File: config.mk
export PLATFORM = sky130hd
export DESIGN_NAME = bridge_timer
export DESIGN_NICKNAME = d
export VERILOG_FILES = /design/src/rtl/timer_pkg.sv /design/src/rtl/bridge_timer.sv
export SDC_FILE = /design/constraint.sdc
export NUM_CORES = 1
export LEC_CHECK = 0
export CORE_UTILIZATION = 32
export CTS_CLUSTER_SIZE = 16
export DETAILED_ROUTE_END_ITERATION = 6
export GPL_ROUTABILITY_DRIVEN = 0
export PLACE_DENSITY = 0.64
export SLEW_MARGIN = 20
export SYNTH_ARGS = -nofsm -noshare
export SYNTH_HDL_FRONTEND = slang
export SYNTH_SLANG_ARGS = --single-unit
File: constraint.sdc
create_clock -name clk -period 4.1 [get_ports clk]
set_clock_uncertainty 0.1 [all_clocks]
set_input_delay 1.23 -clock clk [delete_from_list [all_inputs] [get_ports clk]]
set_output_delay 1.23 -clock clk [all_outputs]
set_load 0.02 [all_outputs]
File: src/rtl/timer_pkg.sv
// Shared definitions for the bridge-attached countdown timer: register
// offsets, CTRL bit positions, mode codes and FSM state encoding.
package timer_pkg;

   // Word offsets decoded from Addr[3:2]
   localparam logic [1:0] OFF_CTRL   = 2'b00;
   localparam logic [1:0] OFF_PRESET = 2'b01;
   localparam logic [1:0] OFF_COUNT  = 2'b10;

   // CTRL field positions
   localparam int unsigned CTRL_W        = 4;
   localparam int unsigned CTRL_EN       = 0;
   localparam int unsigned CTRL_MODE_LSB = 1;
   localparam int unsigned CTRL_MODE_MSB = 2;
   localparam int unsigned CTRL_IM       = 3;

   // Mode codes; 1x is reserved and treated as one-shot
   localparam logic [1:0] MODE_ONESHOT = 2'b00;
   localparam logic [1:0] MODE_RELOAD  = 2'b01;

   typedef enum logic [1:0] {
      ST_IDLE = 2'b00,
      ST_LOAD = 2'b01,
      ST_CNT  = 2'b10,
      ST_INT  = 2'b11
   } state_e;

endpackage : timer_pkg

File: src/rtl/bridge_timer.sv
// Programmable countdown timer on the processor device bus.
// Ports:
//   clk   - system clock, all state on rising edge
//   reset - synchronous active-high reset
//   Addr  - word address from bridge (only Addr[3:2] decoded)
//   WE    - range-qualified write enable from bridge
//   Din   - write data from bridge
//   Dout  - combinational read data to bridge
//   IRQ   - interrupt request to CP0 hardware interrupt input
module bridge_timer
   import timer_pkg::*;
#(
   parameter logic [31:0] BASE_ADDR = 32'h0000_7F00,
   parameter int unsigned CNT_W     = 32
) (
   input  logic        clk,
   input  logic        reset,
   input  logic [31:2] Addr,
   input  logic        WE,
   input  logic [31:0] Din,
   output logic [31:0] Dout,
   output logic        IRQ
);

   logic [CTRL_W-1:0] ctrl_q,     ctrl_d;
   logic [CNT_W-1:0]  preset_q,   preset_d;
   logic [CNT_W-1:0]  count_q,    count_d;
   logic              irq_pend_q, irq_pend_d;
   state_e            state_q,    state_d;

   logic [1:0] offset;
   logic       en;
   logic       auto_reload;
   logic       unused_bits;

   assign offset      = Addr[3:2];
   assign en          = ctrl_q[CTRL_EN];
   assign auto_reload = (ctrl_q[CTRL_MODE_MSB:CTRL_MODE_LSB] == MODE_RELOAD);

   // Range decode is done by the bridge; upper address bits and the base are informational
   assign unused_bits = ^{Addr[31:4], BASE_ADDR};

   // State register
   always_ff @(posedge clk) begin
      if (reset) begin
         ctrl_q     <= '0;
         preset_q   <= '0;
         count_q    <= '0;
         irq_pend_q <= 1'b0;
         state_q    <= ST_IDLE;
      end else begin
         ctrl_q     <= ctrl_d;
         preset_q   <= preset_d;
         count_q    <= count_d;
         irq_pend_q <= irq_pend_d;
         state_q    <= state_d;
      end
   end

   // Next-state: FSM first, then bus writes so a CTRL write overrides the FSM
   always_comb begin
      ctrl_d     = ctrl_q;
      preset_d   = preset_q;
      count_d    = count_q;
      irq_pend_d = irq_pend_q;
      state_d    = state_q;

      unique case (state_q)
         ST_IDLE: begin
            if (en) state_d = ST_LOAD;
         end
         ST_LOAD: begin
            count_d = preset_q;
            state_d = ST_CNT;
         end
         ST_CNT: begin
            if (!en) begin
               state_d = ST_IDLE;
            end else if (count_q > CNT_W'(1)) begin
               count_d = count_q - CNT_W'(1);
            end else begin
               // Covers PRESET of 0 and 1 alike; never wraps below zero
               count_d    = '0;
               irq_pend_d = 1'b1;
               state_d    = ST_INT;
            end
         end
         ST_INT: begin
            if (auto_reload) begin
               irq_pend_d = 1'b0;
               state_d    = ST_LOAD;
            end else begin
               ctrl_d[CTRL_EN] = 1'b0;
               state_d         = ST_IDLE;
            end
         end
         default: state_d = ST_IDLE;
      endcase

      if (WE) begin
         if (offset == OFF_CTRL) begin
            ctrl_d     = Din[CTRL_W-1:0];
            irq_pend_d = 1'b0;
         end else if (offset == OFF_PRESET) begin
            preset_d = CNT_W'(Din);
         end
      end
   end

   // Read mux, no wait states
   always_comb begin
      Dout = '0;
      unique case (offset)
         OFF_CTRL:   Dout = 32'(ctrl_q);
         OFF_PRESET: Dout = 32'(preset_q);
         OFF_COUNT:  Dout = 32'(count_q);
         default:    Dout = '0;
      endcase
   end

   assign IRQ = irq_pend_q & ctrl_q[CTRL_IM];

endmodule : bridge_timer

After elaboration in Yosys (flattened, before gate mapping) --
Index checks and enable logic that the tools add are counted.
Operators by class: bitwise operators 2, muxes and demuxes 19, reductions and logical operators 7, equal/unequal tests 9, $lt $le $gt $ge 1, add/subtract/negate cells 1
Operators by type and width (count):
- 32-bit case mux with 3 select lines | 1
- 32-bit two-way mux | 2
- 32-bit case mux with 2 select lines | 1
- 32-bit by 1-bit greater-than comparator with 1-bit output, second input constant | 1
- 32-bit by 1-bit subtractor with 32-bit output, second input constant | 1
- 1-bit two-way mux | 10
- 2-bit case mux with 4 select lines | 1
- 2-bit by 1-bit == test with 1-bit output, second input constant | 3
- 2-bit == test, second input constant | 3
- 2-bit two-way mux | 3
- 2-bit AND reduction | 3
- 2-bit zero test | 2
- 2-bit != test, second input constant | 2
- 3-bit != test, second input constant | 1
- 3-bit AND reduction | 1
- 1-bit case mux with 2 select lines | 1
- 2-bit nonzero test | 1
- 1-bit bitwise AND | 1
- 1-bit NOT | 1
Word-level totals: register bits 71, input port bits 65, output and inout bits 33

Depth between registers and ports, before layout --
word-level depth 6, gate-level depth with buffers 9, gate-level depth less buffers 7

Least setup slack after synthesis --
OpenSTA, ideal clock, no wires.
path kind input-to-output, from input Addr[3] (netlist name), to output Dout[10], arrival 2500 ps, data required time 2770 ps, slack 270 ps, cell stages on the path 5, path buffers 3, cell sequence clkbuf_1 > nor2b_1 > clkbuf_1 > clkbuf_1 > a22o_1
On the way: word-level cells in the longest chain between the ends 2
Ends and longest elaborated chain:
- start, declared | line bridge_timer.sv:18 | input logic [31:2] Addr,
- 2-bit == test, or another cell as far along | line bridge_timer.sv:113 | unique case (offset)
- 32-bit case mux with 3 select lines (*) | line bridge_timer.sv:113
- end, declared | line bridge_timer.sv:21 | output logic [31:0] Dout,
Every way passes the cells marked *; elsewhere a longest branch is shown, timed or not.

Worst setup path after layout --
from input Addr[2] (netlist name), to output Dout[28]
The elaborated chain is that of the path after synthesis.

==> flow_summary_export.csv <==
group,metric,value,unit
synth,synth_most_common_cell,"nand2_1",
hold_path,holdPathEnd,"preset_q[21]",
critical_path,timing.rr.end,"count_q[15]",
critical_path,crit_path_end_kind,"primary output",
sta,min_period,4034,ps
run,drv_cap,0,
sta,rsz0062_at_grt,"false",
grt,antenna_found_initial,0,
grt,grt_pass1_vias,4141,
sta,setup_viol,0,
synth,synthTopCellsByCount,"nand2_1, dfxtp_1, a21oi_1",
cts,clk_pin_slew,50,ps
drt,dr_wl_met3,563,um
critical_path,critPathSlowestCell,"clkdlybuf4s50_1",
synth,synth-edff-count,0,
placement,place.detailed.hpwl,8190,um
critical_path,critPathKind,"input port to primary output",
sta,fin_ws,66.26,ps
sta,slew_headroom,38.05,%
synth,synthTopCellsByArea,"dfxtp_1, nand2_1, a21oi_1, a22o_1, o21ai_0",
synth,yosysUniqueCellTypes,59,
floorplan,core_area,12210,um2
final_layout,final_util,42.55,%
drt,wl_met2,5570,um
sta,hold_viol,0,
critical_path,r2r_slack,1190,ps
synth,synth_area_per_cell,7.682,um2
pwr,ir_drop,167.1,uV
synth,ys_seq_elements,71,
grt,grt_pass1_wl,20240,um
critical_path,r2r_cells,6,
sta,worst_pin_slew,927.2,ps
pwr,leakagePower,2.061,nW
floorplan,ios,98,
cts,numClockSinks,71,
sta,clock.fmax,247.9,MHz
drt,dr_total_vias,4178,
grt,grt_use_total,19.62,%
critical_path,slowest_delay,440,ps
synth,ys_seq_area_share,34.98,%
grt,grt_overflow_total,0,
cts,clk_path_buf_depth,2,
critical_path,crit_path_cell_trace,"clkdlybuf4s50_1 > buf_4 > nor2b_2 > buf_12 > a22o_1 > dlygate4sd2_1",
cts,cts_tree,"built",
drt,vias_per_cell,5.563,
cts,post_cts_buffers,0,
cts,htreeDepth,3,
run_status,status,"complete, no violations",
cts,worst_skew_pair.late_latency,340,ps
grt,grt_max_degree,39,
pwr,power.density,372.3,nW/um2
final_layout,fin_nets,645,
hold_path,whs_path_depth,2,
drt,drt_iter0_drc,264,
final_layout,syn2layout_area_growth,27.86,%
floorplan,rows,40,
synth,yosysTopAreaCellShare,34.98,%
critical_path,r2r_start,"count_q[2]",
drt,ant_nets,0,
critical_path,required,2770,ps
synth,synth_cells,529,
drt,wl_per_cell,16.23,um
synth,yosysWarningCount,0,
floorplan,die_x,114.7,um
floorplan,initial_utilization,33.28,%
hold_path,min_path_type,"flip-flop to flip-flop",
hold_path,hp-start,"preset_q[21]",
synth,synthArstFlopShare,0,%
synth,synth_area_leader_cell,"dfxtp_1",
sta,slew_viol_final,0,
critical_path,worstSetupStartpointType,"input port",
pwr,finalPower,1.934,mW
drt,highest_layer,"met4",
critical_path,critPathMaxFanout,28,
drt,drt-met1-wl,5746,um
sta,finalCritPeriodShare,98.38,%
sta,tns,0,ps
floorplan,fp.dieH,114.7,um
floorplan,dieArea,13150,um2
sta,timing.hold.ws,369.0,ps
cts,cts_made_buffers,9,
placement,io_buffers,69,
drt,firstDrtPassIters,4,
synth,dominantRegCellSynth,"dfxtp_1",
final_layout,antenna-diode-count,0,
drt,wirelength,12190,um
drt,route.detailed.drc,0,
cts,cts_hold_buf,0,
cts,cts_root_buffer,"clkbuf_16",
placement,dp_worst_setup_slack,-224.5,ps
final_layout,drive_gt1_share,9.434,%
synth,syn_nets,596,
critical_path,crit_arrival,2700,ps
synth,syn-cell-area,4064,um2
-- flip-flops by register name, summed over array words and instances (netlist names) --
register,flops
preset_q,32
count_q,32
state_q,2
irq_pend_q,1
ctrl_q,4
-- placed cells by master, fill, tap and decap left out, types with 10 or more instances in the layout --
| master | count |
|---|---|
| a211oi_1 | 17 |
| inv_1 | 13 |
| dfxtp_1 | 71 |
| mux2i_1 | 10 |
| nand2_1 | 85 |
| clkdlybuf4s50_1 | 36 |
| a22o_1 | 28 |
| nor2_1 | 36 |
| a21oi_1 | 59 |
| buf_4 | 11 |
| o21ai_0 | 42 |
| nor3_1 | 11 |
| dlygate4sd2_1 | 27 |
| nor4_1 | 13 |
-- worst max-delay path by stage --
| stage | start | endpoint |
|---|---|---|
| floorplan | Addr[3] | Dout[10] |
| global placement | Addr[3] | Dout[30] |
| detailed placement | Addr[2] | Dout[29] |
| CTS | Addr[2] | Dout[30] |
| global route | Addr[3] | Dout[14] |
| finish | Addr[2] | Dout[28] |
-- layer usage --
layer | GRT usage (%) | vias up
li1 | - | 2043
met1 | 24.68 | 1983
met2 | 32.16 | 123
met3 | 3.229 | 29
met4 | 10.39 | 0
met5 | 0 | -
-- power breakdown --
part	leakage, nW	internal, mW	switching [mW]
registers	0.575	0.711	0.0259
logic	1.32	0.116	0.168
clock network	0.168	0.609	0.305
-- logic make-up (layout without fill, tap and decap cells) --
family	Yosys count	count (layout)	share of synthesized area [%]
and+or+nand+nor	194	194	23.71
AOI/OAI and AO/OA	193	193	31.71
DFF	71	71	34.98
buffers and inverters	57	111	6.035
muxes	11	11	2.740
adders and majority gates	2	2	0.6157
xor gates and xnor gates	1	1	0.2156
-- worst max-delay path, delay by kind of cell --
family | cells | cell delay [ps]
buffers and inverters | 4 | 1140
AO/OA/AOI/OAI | 1 | 170
AND/OR/NAND/NOR | 1 | 150
-- what timing repair did --
item | in CTS | in global routing
setup endpoints to repair | 32 | 5
resized for setup | 32 | 7
pin swaps | 0 | 0
-- layout make-up --
type,count,area (um2)
Fill cell,1260,7015
Multi-Input combinational cell,401,2405
Sequential cell,71,1421
Timing Repair Buffer,82,764.5
Clock buffer,10,239.0
Tap cell,168,210.2
Clock inverter,6,107.6
Inverter,13,48.80
-- stage by stage --
step | instances | instance area (um2)
3_3_place_gp | 735 | 4891
3_5_place_dp | 735 | 4891
5_1_grt | 751 | 5196
2_1_floorplan | 529 | 4064
6_report | 751 | 5196
4_1_cts | 751 | 5197
Power figures use the tool's default switching activity.
